File: src/rtl/ifu_pkg.sv
// Shared defaults and FSM state encoding for the instruction fetch unit.
package ifu_pkg;

    localparam int              IFU_PC_W     = 16;
    localparam int              IFU_INSTR_W  = 16;
    localparam logic [15:0]     IFU_RESET_PC = 16'h0000;

    typedef enum logic [1:0] {
        ST_IDLE   = 2'd0,
        ST_REQ    = 2'd1,
        ST_SQUASH = 2'd2
    } ifu_state_t;

endpackage

File: src/rtl/ifu_pc_reg.sv
// Program counter: sync reset, load from redirect target, or +1 (load wins).
// pc_nxt exposes the value pc takes at the next edge so new requests can use it.
module ifu_pc_reg
    import ifu_pkg::*;
#(
    parameter int              PC_W     = IFU_PC_W,
    parameter logic [PC_W-1:0] RESET_PC = IFU_RESET_PC
) (
    input  logic            clk,
    input  logic            rst,
    input  logic            load,
    input  logic [PC_W-1:0] load_val,
    input  logic            inc,
    output logic [PC_W-1:0] pc,
    output logic [PC_W-1:0] pc_nxt
);

    always_comb begin
        pc_nxt = pc;
        if (load)
            pc_nxt = load_val;
        else if (inc)
            pc_nxt = pc + PC_W'(1);
    end

    always_ff @(posedge clk) begin
        if (rst)
            pc <= RESET_PC;
        else
            pc <= pc_nxt;
    end

endmodule

File: src/rtl/instruction_fetch_unit.sv
// Instruction fetch: issues word reads, delivers each word with a one-cycle C_IRWrite,
// squashes fetches hit by a redirect. IFU_TIMEOUT_EN adds a sticky fetch-timeout error.
module instruction_fetch_unit
    import ifu_pkg::*;
#(
    parameter int              PC_W     = IFU_PC_W,
    parameter int              INSTR_W  = IFU_INSTR_W,
    parameter logic [PC_W-1:0] RESET_PC = IFU_RESET_PC
`ifdef IFU_TIMEOUT_EN
    ,
    parameter int              TIMEOUT_CYC = 15
`endif
) (
    input  logic               clk,
    input  logic               rst,
    input  logic               C_FetchEn,
    input  logic               C_PCWrite,
    input  logic [PC_W-1:0]    D_PCNext,
    output logic [PC_W-1:0]    A_MemAddr,
    output logic               C_MemRead,
    input  logic [INSTR_W-1:0] D_MemRData,
    input  logic               C_MemValid,
    output logic [INSTR_W-1:0] D_MemData,
    output logic               C_IRWrite,
    output logic [PC_W-1:0]    D_PCOut,
    output logic               C_Busy,
    output logic               C_FetchErr
);

    ifu_state_t      state, state_nxt;
    logic [PC_W-1:0] pc, pc_nxt;
    logic            accept;
    logic            launch;
    logic            timeout;
    logic            fetch_err;

    // A word is kept only if the fetch was not redirected before or during its response.
    assign accept = (state == ST_REQ) && C_MemValid && !C_PCWrite;

    ifu_pc_reg #(
        .PC_W     (PC_W),
        .RESET_PC (RESET_PC)
    ) u_pc (
        .clk      (clk),
        .rst      (rst),
        .load     (C_PCWrite),
        .load_val (D_PCNext),
        .inc      (accept),
        .pc       (pc),
        .pc_nxt   (pc_nxt)
    );

`ifdef IFU_TIMEOUT_EN
    localparam int CNT_W = $clog2(TIMEOUT_CYC + 1);
    logic [CNT_W-1:0] wait_cnt;
    logic             err_q;

    assign timeout   = (state != ST_IDLE) && !C_MemValid &&
                       (wait_cnt == CNT_W'(TIMEOUT_CYC - 1));
    assign fetch_err = err_q;

    always_ff @(posedge clk) begin
        if (rst) begin
            wait_cnt <= '0;
            err_q    <= 1'b0;
        end else begin
            if (state == ST_IDLE || C_MemValid)
                wait_cnt <= '0;
            else if (!timeout)
                wait_cnt <= wait_cnt + CNT_W'(1);
            if (timeout)
                err_q <= 1'b1;
        end
    end
`else
    assign timeout   = 1'b0;
    assign fetch_err = 1'b0;
`endif

    assign C_FetchErr = fetch_err;

    always_ff @(posedge clk) begin
        if (rst)
            state <= ST_IDLE;
        else
            state <= state_nxt;
    end

    always_comb begin
        state_nxt = state;
        case (state)
            ST_IDLE: begin
                if (!C_PCWrite && C_FetchEn && !fetch_err)
                    state_nxt = ST_REQ;
            end
            ST_REQ: begin
                if (timeout)
                    state_nxt = ST_IDLE;
                else if (C_MemValid)
                    state_nxt = C_FetchEn ? ST_REQ : ST_IDLE;
                else if (C_PCWrite)
                    state_nxt = ST_SQUASH;
            end
            ST_SQUASH: begin
                if (timeout)
                    state_nxt = ST_IDLE;
                else if (C_MemValid)
                    state_nxt = C_FetchEn ? ST_REQ : ST_IDLE;
            end
            default: state_nxt = ST_IDLE;
        endcase
    end

    always_comb begin
        C_Busy    = (state != ST_IDLE);
        C_MemRead = (state != ST_IDLE);
    end

    // A new request starts from idle or right behind a response; its address is the PC being written.
    assign launch = (state_nxt == ST_REQ) && ((state == ST_IDLE) || C_MemValid);

    always_ff @(posedge clk) begin
        if (rst) begin
            A_MemAddr <= RESET_PC;
            C_IRWrite <= 1'b0;
            D_MemData <= '0;
            D_PCOut   <= '0;
        end else begin
            C_IRWrite <= accept;
            if (accept) begin
                D_MemData <= D_MemRData;
                D_PCOut   <= A_MemAddr;
            end
            if (launch)
                A_MemAddr <= pc_nxt;
        end
    end

endmodule

File: config.mk
export PLATFORM = sky130hd
export DESIGN_NAME = instruction_fetch_unit
export DESIGN_NICKNAME = d
export VERILOG_FILES = /design/src/rtl/ifu_pkg.sv /design/src/rtl/ifu_pc_reg.sv /design/src/rtl/instruction_fetch_unit.sv
export SDC_FILE = /design/constraint.sdc
export NUM_CORES = 1
export LEC_CHECK = 0
export ABC_AREA = 1
export CAP_MARGIN = 5
export CORE_UTILIZATION = 30
export DETAILED_ROUTE_END_ITERATION = 8
export DONT_BUFFER_PORTS = 1
export PLACE_DENSITY = 0.51
export SLEW_MARGIN = 0
export SYNTH_ARGS = -nofsm -noshare
export SYNTH_HDL_FRONTEND = slang
export SYNTH_SLANG_ARGS = --single-unit
File: constraint.sdc
create_clock -name clk -period 2.1 [get_ports clk]
set_input_delay 0.42 -clock clk [delete_from_list [all_inputs] [get_ports clk]]
set_output_delay 0.42 -clock clk [all_outputs]
set_load 0.1 [all_outputs]
==> flow_summary.json <==
{
  "status": "complete, no violations",
  "area_growth_syn_to_layout_pct": 21.4,
  "final-hold-violation-count": 0,
  "post_synth_main_area_contributors": "sky130_fd_sc_hd__dfxtp_1 (44%), sky130_fd_sc_hd__nand2_1 (7.8%), sky130_fd_sc_hd__nor2_1 (6.5%)",
  "async_sr_flop_fraction": 0,
  "dr_wl_cell_um": 13.0,
  "final_util": 0.376,
  "post_cts.resized_instances": 0,
  "tritoncts": "done",
  "report.power.total_uw": 3200,
  "yosysWarnings": 0,
  "ctsHoldBuffers": 0,
  "grtUsageTotal": 0.150,
  "worst_ep_arrival_time_ns": 1.43,
  "detailedRoute.firstIterationViolations": 151,
  "final-max-slew-violation-count": 0,
  "pwr-share-comb": 0.210,
  "drt_first_pass_iters": 4,
  "synthesis.area_per_instance_um2": 7.59,
  "final.period_utilization": 0.881,
  "timing.slew.headroom": 0.638,
  "postRouteWirelength_um": 7560,
  "timing.critical_path.required_ns": 1.68,
  "critical_path.max_fanout": 3,
  "worst-r2r-setup-slack_ns": 0.40,
  "finalClockSkew_ns": 0.00685,
  "power.internal_uw": 2140,
  "post_synth_cell_types": 37,
  "synth_largest_area_cell": "sky130_fd_sc_hd__dfxtp_1",
  "detailroute.via_count": 2640,
  "vias_per_cell": 4.54,
  "switchingPower_uw": 1060,
  "power.share.clock": 0.362,
  "syn_nets": 439,
  "route.detailed.drc": 0,
  "grt_pass1_vias": 2487,
  "mappedNetlistArea_mm2": 0.00304,
  "min_path_cells": 1,
  "r2r_cells": 8,
  "fmax_mhz": 540,
  "synth-seq-cells": 67,
  "grt_start_max_net_pins": 35,
  "synth_ff_type": "sky130_fd_sc_hd__dfxtp_1",
  "h_tree_lvls": 3,
  "inserted_clock_buffers": 9,
  "finish.net_count": 482,
  "core_area_mm2": 0.00982,
  "fp.dieArea_mm2": 0.0106,
  "floorplan.die.height_um": 103,
  "routabilityCongestion": 0.814,
  "hold_path_end": "A_MemAddr[1]",
  "netSwitchingFraction": 0.331,
  "cts_post_setup_buffers_inserted": 0,
  "detail-route-antenna-nets": 0,
  "yosysTopAreaCellShare": 0.441,
  "pwr-share-seq": 0.428,
  "ir_worst_vdd_uv": 237,
  "tritoncts_num_sinks": 67,
  "timing.final.setup_violations": 0,
  "diodes": 0,
  "cts_root_buffer": "sky130_fd_sc_hd__clkbuf_8",
  "worstMarginPinSlew_ns": 0.547,
  "rsz0062_at_grt": "no",
  "pwr_density_cell_mw_per_mm2": 865,
  "cts_buffer_depth": 2,
  "finalSetupTns_ns": 0,
  "grt.overflow.total": 0,
  "synth.yosys.seq_area_share": 0.441,
  "ios": 89,
  "synth-edff-count": 0,
  "setup.worst_path.class": "reg -> out",
  "final_layout_size_suffix_gt1_frac": 0.234,
  "antenna_found_initial": 1,
  "cp-start-kind": "flip-flop",
  "place_hpwl_um": 5550,
  "global_route_wire_length_before_repair_um": 12100,
  "finalWorstPathRequiredPeriod_ns": 1.85,
  "floorplan.die.width_um": 103,
  "clock_latency_late_sink_ns": 0.33,
  "holdCritStartpoint": "rst",
  "hold_class": "in -> reg",
  "synthCells": 401,
  "initial_core_util": 0.310,
  "rows": 36,
  "number_of_max_capacitance_violations_reported": 0,
  "static_leakage_uw": 0.00163,
  "endpoint_kind": "primary output",
  "timing.rr.start": "state[1]",
  "portBuffers": 0,
  "rr_endpoint": "A_MemAddr[1]",
  "clkTransAtPathRegs_ns": 0.08
}
==> synth_stat cells (5+ instances only) <==
cell / count
sky130_fd_sc_hd__o21ai_0: 33
sky130_fd_sc_hd__nand3_1: 27
sky130_fd_sc_hd__nor2_1: 53
sky130_fd_sc_hd__dfxtp_1: 67
sky130_fd_sc_hd__o21ai_1: 7
sky130_fd_sc_hd__buf_4: 6
sky130_fd_sc_hd__a21oi_1: 35
sky130_fd_sc_hd__nand4_1: 5
sky130_fd_sc_hd__nand2_1: 63
sky130_fd_sc_hd__clkbuf_1: 10
sky130_fd_sc_hd__nand3_2: 6
sky130_fd_sc_hd__nor2_4: 5
sky130_fd_sc_hd__inv_1: 47
==> per-stage QoR <==
stage / hold slack (ns) / area [um^2] / std cells / setup WS [ns]
after floorplan: 0.548 / 3040 / 401 / 0.562
after global placement: 0.460 / 3480 / 566 / 0.404
after detailed placement: 0.479 / 3480 / 566 / 0.332
after CTS: 0.119 / 3690 / 582 / 0.226
after global routing: 0.114 / 3690 / 582 / 0.184
final: 0.137 / 3690 / 582 / 0.249
==> worst max path at each step <==
stage	from	endpoint	depth (start not counted)	slack, ns
finish	state[0]	C_Busy	3	0.25
global route	state[0]	C_Busy	3	0.18
CTS	state[0]	C_Busy	3	0.23
detailed placement	C_PCWrite	A_MemAddr[1]	8	0.33
global placement	C_PCWrite	A_MemAddr[1]	8	0.40
floorplan	state[0]	A_MemAddr[5]	9	0.56
==> cell type report <==
class | count | area [um^2]
clock buffers | 9 | 124
clock inverters | 7 | 92.6
fillers | 1065 | 6120
inverters | 51 | 201
multi-input cells | 262 | 1370
flip-flops and latches | 67 | 1340
well taps | 133 | 166
repair buffers | 53 | 398
==> logic make-up after synthesis <==
| group | share of synthesized area |
|---|---|
| and+or+nand+nor | 0.277 |
| AOI/OAI and AO/OA | 0.154 |
| buffers and inverters | 0.109 |
| DFF | 0.441 |
| xor gates and xnor gates | 0.0140 |
| adders and majority gates | 0.00411 |
| other | 0.00123 |
==> worst max-delay path, cell delays in order, from the launching register on <==
cell and delay, ns:
sky130_fd_sc_hd__dfxtp_1 0.43, sky130_fd_sc_hd__inv_2 0.09, sky130_fd_sc_hd__nand2_4 0.09, sky130_fd_sc_hd__buf_4 0.48
==> per-layer routing <==
layer / wire, um / GRT usage
met4: 77 / 0.0553
met1: 3500 / 0.183
met2: 3300 / 0.246
met3: 666 / 0.0475
met5: 12 / 0
==> power groups by stage <==
| stage | Clock (uW) | Sequential (uW) | Combinational (uW) |
|---|---|---|---|
| floorplan | 0 | 1720 | 249 |
| global placement | 0 | 1400 | 670 |
| finish | 1160 | 1370 | 670 |
| global route | 1250 | 1380 | 716 |
| CTS | 1200 | 1370 | 674 |
| detailed placement | 0 | 1400 | 673 |
==> cells in the final DEF (no fill, tap or decap), types with 2 or more instances in the layout <==
cell type	count
sky130_fd_sc_hd__dfxtp_1	67
sky130_fd_sc_hd__nand2_1	63
sky130_fd_sc_hd__nor2_1	53
sky130_fd_sc_hd__buf_4	53
sky130_fd_sc_hd__inv_1	47
sky130_fd_sc_hd__a21oi_1	35
sky130_fd_sc_hd__o21ai_0	33
sky130_fd_sc_hd__nand3_1	27
sky130_fd_sc_hd__clkbuf_8	9
sky130_fd_sc_hd__o21ai_1	7
sky130_fd_sc_hd__nand3_2	6
sky130_fd_sc_hd__nor2_4	5
sky130_fd_sc_hd__nand4_1	5
sky130_fd_sc_hd__nand2_4	3
sky130_fd_sc_hd__clkinv_4	3
sky130_fd_sc_hd__nor2_2	3
sky130_fd_sc_hd__nand2_2	3
sky130_fd_sc_hd__a21oi_2	3
sky130_fd_sc_hd__clkinv_2	3
sky130_fd_sc_hd__inv_2	2
sky130_fd_sc_hd__xor2_1	2
sky130_fd_sc_hd__o211ai_2	2
sky130_fd_sc_hd__bufinv_16	2
==> registers in the layout, indices dropped and copies added (netlist names) <==
| signal | flops |
|---|---|
| state | 2 |
| D_MemData | 16 |
| u_pc.pc | 16 |
| A_MemAddr | 16 |
| D_PCOut | 16 |
| C_IRWrite | 1 |
No activity file was read; power rests on OpenSTA's default activity.
